<file path="src/rtl/gpio_out_arbiter.sv">
// Four-requester round-robin arbiter for byte-lane writes into a 32-bit GPIO output register.
// After each completed write, a hold window of HOLD_CYCLES idle cycles runs before the next grant.
module gpio_out_arbiter #(
  parameter int unsigned HOLD_CYCLES = 4
) (
  input  logic        clock_50_i,
  input  logic        reset_i,
  input  logic        clr_i,
  input  logic [3:0]  req_i,
  input  logic [31:0] wr_data_i,
  input  logic [7:0]  wr_lane_i,
  output logic [3:0]  ack_o,
  output logic [31:0] gpio_out_o,
  output logic        busy_o,
  output logic [1:0]  owner_o
);

  localparam logic [1:0] S_IDLE  = 2'd0;
  localparam logic [1:0] S_WRITE = 2'd1;
  localparam logic [1:0] S_HOLD  = 2'd2;
  localparam logic [7:0] HOLD_LOAD = (HOLD_CYCLES == 0) ? 8'd0 : 8'(HOLD_CYCLES - 1);

  logic [1:0]  state_q, state_d;
  logic [1:0]  win_q, win_d;
  logic [1:0]  ptr_q, ptr_d;
  logic [1:0]  owner_q, owner_d;
  logic [7:0]  cnt_q, cnt_d;
  logic [31:0] gpio_q, gpio_d;

  logic       found;
  logic [1:0] pick;
  logic [1:0] idx;
  logic       write_go;
  logic [7:0] win_data;
  logic [1:0] win_lane;

  // Round-robin search upward from the pointer, wrapping 3 -> 0.
  always_comb begin
    found = 1'b0;
    pick  = ptr_q;
    idx   = '0;
    for (int i = 0; i < 4; i++) begin
      idx = ptr_q + 2'(i);
      if (!found && req_i[idx]) begin
        found = 1'b1;
        pick  = idx;
      end
    end
  end

  assign win_data = wr_data_i[{win_q, 3'b000} +: 8];
  assign win_lane = wr_lane_i[{win_q, 1'b0} +: 2];
  assign write_go = (state_q == S_WRITE) && req_i[win_q] && !clr_i;

  always_comb begin
    state_d = state_q;
    win_d   = win_q;
    ptr_d   = ptr_q;
    owner_d = owner_q;
    cnt_d   = cnt_q;
    gpio_d  = gpio_q;
    case (state_q)
      S_IDLE: begin
        if (found && !clr_i) begin
          state_d = S_WRITE;
          win_d   = pick;
        end
      end
      S_WRITE: begin
        if (write_go) begin
          gpio_d[{win_lane, 3'b000} +: 8] = win_data;
          owner_d = win_q;
          ptr_d   = win_q + 2'd1;
          if (HOLD_CYCLES == 0) begin
            state_d = S_IDLE;
          end else begin
            state_d = S_HOLD;
            cnt_d   = HOLD_LOAD;
          end
        end else begin
          state_d = S_IDLE;
        end
      end
      S_HOLD: begin
        if (cnt_q == 8'd0) state_d = S_IDLE;
        else               cnt_d   = cnt_q - 8'd1;
      end
      default: state_d = S_IDLE;
    endcase
    // Clear wins over any lane write landing on the same edge.
    if (clr_i) gpio_d = '0;
  end

  always_ff @(posedge clock_50_i or posedge reset_i) begin
    if (reset_i) begin
      state_q <= S_IDLE;
      win_q   <= '0;
      ptr_q   <= '0;
      owner_q <= '0;
      cnt_q   <= '0;
      gpio_q  <= '0;
    end else begin
      state_q <= state_d;
      win_q   <= win_d;
      ptr_q   <= ptr_d;
      owner_q <= owner_d;
      cnt_q   <= cnt_d;
      gpio_q  <= gpio_d;
    end
  end

  assign ack_o      = (write_go && !reset_i) ? (4'b0001 << win_q) : 4'b0000;
  assign gpio_out_o = gpio_q;
  assign busy_o     = (state_q != S_IDLE);
  assign owner_o    = owner_q;

endmodule

</file>
<file path="config.mk">
export PLATFORM = sky130hd
export DESIGN_NAME = gpio_out_arbiter
export DESIGN_NICKNAME = d
export VERILOG_FILES = /design/src/rtl/gpio_out_arbiter.sv
export SDC_FILE = /design/constraint.sdc
export NUM_CORES = 1
export LEC_CHECK = 0
export BUFFER_PORTS_ARGS = -buffer_cell sky130_fd_sc_hd__buf_2
export CORE_ASPECT_RATIO = 0.8
export CORE_MARGIN = 2
export CORE_UTILIZATION = 41
export CTS_CLUSTER_SIZE = 40
export DETAILED_ROUTE_END_ITERATION = 12
export PLACE_DENSITY = 0.69
export SYNTH_ARGS = -nofsm -noshare
export SYNTH_HDL_FRONTEND = slang
export SYNTH_SLANG_ARGS = --single-unit
</file>
<file path="constraint.sdc">
create_clock -name clock_50_i -period 3.3 [get_ports clock_50_i]
set_input_delay 0.33 -clock clock_50_i [delete_from_list [all_inputs] [get_ports clock_50_i]]
set_output_delay 0.33 -clock clock_50_i [all_outputs]
set_load 0.01 [all_outputs]
</file>
==> summary.md <==
| Metric | Value |
|---|---|
| Placer Congestion | 0.806 |
| Die Y | 75.3 um |
| Vias in the first global route | 2117 |
| Buf/Inv on CP | 1 |
| Pwr Density | 656 mW/mm^2 |
| Max Cap Viol | 0 |
| Crit path capture type | output port |
| Gate power share | 43.9% |
| Largest net degree at the start of global routing | 27 |
| PortBufs | 85 |
| First DRT Iteration DRCs | 83 |
| R2R Path End | gpio_out_o[3]$_DFFE_PP0P_ |
| Crit path cell chain | or3b_1, a2bb2oi_4, nor3_1, and2_1, buf_2 |
| Final wirelength | 6.35 mm |
| First-pass GRT wire length | 10.4 mm |
| Internal Power | 1260 uW |
| Slew @ Worst Pin | 936 ps |
| Synth Area in XOR/XNOR | 1.01% |
| Initial antenna violation count | 0 |
| Post-cts resize count | 0 |
| Cell Rows | 25 |
| Drt drc | 0 |
| Clk Latency, worst-skew pair | 300 ps |
| Layout Nets | 359 |
| Clock edge transition at the registers on the reported setup and hold paths | 90 ps |
| Minimum clock period | 2650 ps |
| Startpoint Class | flip-flop |
| Part of the power in registers | 38.5% |
| HP Class | primary input to asynchronous set/reset pin |
| Avg Vias per Cell | 5.40 |
| Hpwl dp | 4.93 mm |
| Clock Skew | 5.42 ps |
| CP max stage cell | dfrtp_1 |
| Final TNS setup | 0 ps |
| CP top delay family | simple AND/OR/NAND/NOR gates |
| Post-DRT Antenna Nets | 0 |
| Largest family of logic cells by synthesized area | compound AO/OA/AOI/OAI gates |
| Core ar. | 0.00604 mm^2 |
| Clock sink count | 48 |
| CTS H-tree lvls | 2 |
| Met1 Resource Use GR | 28.0% |
| Most frequent cells in the layout | buf_2, dfrtp_1, a22o_1 |
| Post-Place Cell Area | 0.00310 mm^2 |
| Final period util | 80.2% |
| Final setup fails | 0 |
| Status | finished, final reports clean |
| Setup crit start | win_q[1]$_DFFE_PP0P_ |
| Setup bufs post-CTS | 0 |
| Net Count, Synth | 273 |
| TritonCTS buffer count | 5 |
| CTS tree | yes |
| Post-synthesis mux area share | 11.7% |
| FF+latch count, synth | 48 |
| Yosys cell types | 48 |
| DR vias | 2070 |
| Layer carrying the most global-route usage | met2 |
| Sw frac | 40.0% |
| Psw | 838 uW |
| Register area share after synthesis | 46.0% |
| Cell count after synthesis | 215 |
| RSZ-0062 raised after global routing | no |
| Met3 usage in global routing | 2.87% |
| Share of cells above drive strength 1 | 40.4% |
| Final Max Slew Viols | 0 |
| Max IR drop VDD | 354 uV |
| Warnings, synthesis | 0 |
| Rel. slew slack | 37.2% |
| Post-route cell area | 0.00319 mm^2 |
| R2R Setup Slk | 890 ps |
| Total gr overflow | 0 |
| Synth Area per Inst | 12.1 um^2 |
| Crit Path Class | flip-flop to output port |
| Max FO, Critical Path | 16 |
| R2r worst-path depth | 6 |
| Drt wl/cell | 16.6 um |
| Die area | 0.00702 mm^2 |
| Leading cell type in the layout, fill and taps excluded | buf_2 |
| Die Wd | 93.2 um |
| Ports | 86 |
| Simple-gate share of the synthesized area | 14.9% |
| Max frequency | 0.378 GHz |
| Leak Pwr | 0.00157 uW |
| Initial Util | 43.2% |
| Clock power share | 17.6% |
| Synth Area in Adders | 5.28% |
| Area Growth Syn to Fin | 22.4% |
| Largest stage delay on the critical path | 590 ps |
| CTS root buffer | clkbuf_8 |
| First-pass DRT Iterations | 4 |
| M2 GR Usage | 30.5% |
| CP Data Arrival Time | 2320 ps |
| Hold WS | 127 ps |
| Reg2reg start | win_q[1]$_DFFE_PP0P_ |
| Bufs on Longest Clock Path | 2 |
| Cts hold-fix bufs | 0 |
| Diodes inserted | 0 |
| Fin. Hold Viols | 0 |
| Synthesized cell area | 0.00261 mm^2 |
| Worst Path Required | 2970 ps |
| Tot GR Track Use | 19.2% |
| Synth Area in Compound Gates | 17.3% |
## flip-flops by register name, summed over array words and instances, names as in the netlist
name	flops
cnt_q	8
gpio_out_o	32
owner_o	2
state_q	2
ptr_q	2
win_q	2
## per-layer routing
metal | vias up | wire, um
met5 | - | 0
met3 | 2 | 348
met2 | 71 | 2900
met4 | 0 | 35
li1 | 988 | -
met1 | 1009 | 3060
## worst reg2reg max path, stage by stage, from the launching register on
cell and delay [ps]:
dfrtp_1 700, mux4_2 490, inv_1 140, ha_1 290, nor4b_4 470, nand4_1 150
o21ai_1 100
## cell families (layout without fill, tap and decap cells)
logic type | after synthesis | count (layout)
xor+xnor | 3 | 3
buf+inv | 20 | 107
compound gates | 56 | 56
mux | 17 | 17
simple gates | 60 | 60
flops | 48 | 48
fa+ha+maj | 11 | 11
## layout make-up
cell class,instances,area [um^2]
clock buffers,6,82.6
clock inverters,2,15.0
fillers,551,2840
inverters,12,45.0
multi-input cells,147,1310
flip-flops and latches,48,1200
well taps,81,101
repair buffers,87,440
## how the worst max path moves through the flow
| stage | cells after the start | endpoint | slack (ps) |
|---|---|---|---|
| after floorplan | 8 | gpio_out_o[3]$_DFFE_PP0P_ | 930 |
| after global placement | 6 | gpio_out_o[1]$_DFFE_PP0P_ | 980 |
| after detailed placement | 6 | gpio_out_o[2]$_DFFE_PP0P_ | 890 |
| after CTS | 5 | ack_o[0] | 640 |
| after global routing | 5 | ack_o[0] | 500 |
| final | 5 | ack_o[0] | 650 |
## power groups by stage
stage / logic [uW] / clock network [uW] / registers [uW]
5_1_grt: 1020 / 398 / 829
4_1_cts: 927 / 379 / 807
6_report: 920 / 368 / 807
2_1_floorplan: 729 / 0 / 778
3_5_place_dp: 922 / 0 / 818
3_3_place_gp: 909 / 0 / 816
## stage by stage
stage | worst slack, ps | instances | util (%) | total power, uW
floorplan | 928 | 215 | - | 1510
global placement | 976 | 375 | 51.3 | 1730
detailed placement | 892 | 375 | 51.3 | 1740
CTS | 637 | 383 | 52.9 | 2110
global route | 503 | 383 | 52.9 | 2250
finish | 654 | 383 | 52.9 | 2090
## synth_stat cells, drive strengths merged
cell type | number | share of area [%]
or4b | 1 | 0.38
and2 | 5 | 1.2
a211o | 1 | 0.34
dfrtp | 48 | 46
or3 | 4 | 0.96
o2bb2ai | 2 | 1.4
nand2 | 3 | 0.43
a2bb2o | 2 | 0.77
nand4b | 2 | 0.67
a221oi | 1 | 0.34
o22a | 1 | 0.34
clkbuf | 2 | 0.29
nor3b | 1 | 0.29
nor3 | 4 | 0.77
xnor2 | 3 | 1.0
nand4 | 9 | 2.2
a21o | 1 | 0.29
a2bb2oi | 1 | 1.0
nand2b | 10 | 2.4
a211oi | 2 | 0.58
or2 | 1 | 0.24
mux4 | 10 | 8.6
and3b | 1 | 0.34
nor2b | 1 | 0.24
buf | 6 | 1.8
o22ai | 1 | 0.24
inv | 12 | 1.7
or3b | 1 | 0.34
o21ai | 14 | 2.7
ha | 11 | 5.3
mux2i | 3 | 1.3
nor4b | 2 | 1.2
mux2 | 4 | 1.7
nor4 | 3 | 0.72
a22o | 21 | 7.1
a21oi | 7 | 1.8
o31ai | 1 | 0.29
nor2 | 12 | 2.5
a31oi | 1 | 0.24
(Power assumes the default switching activity.)
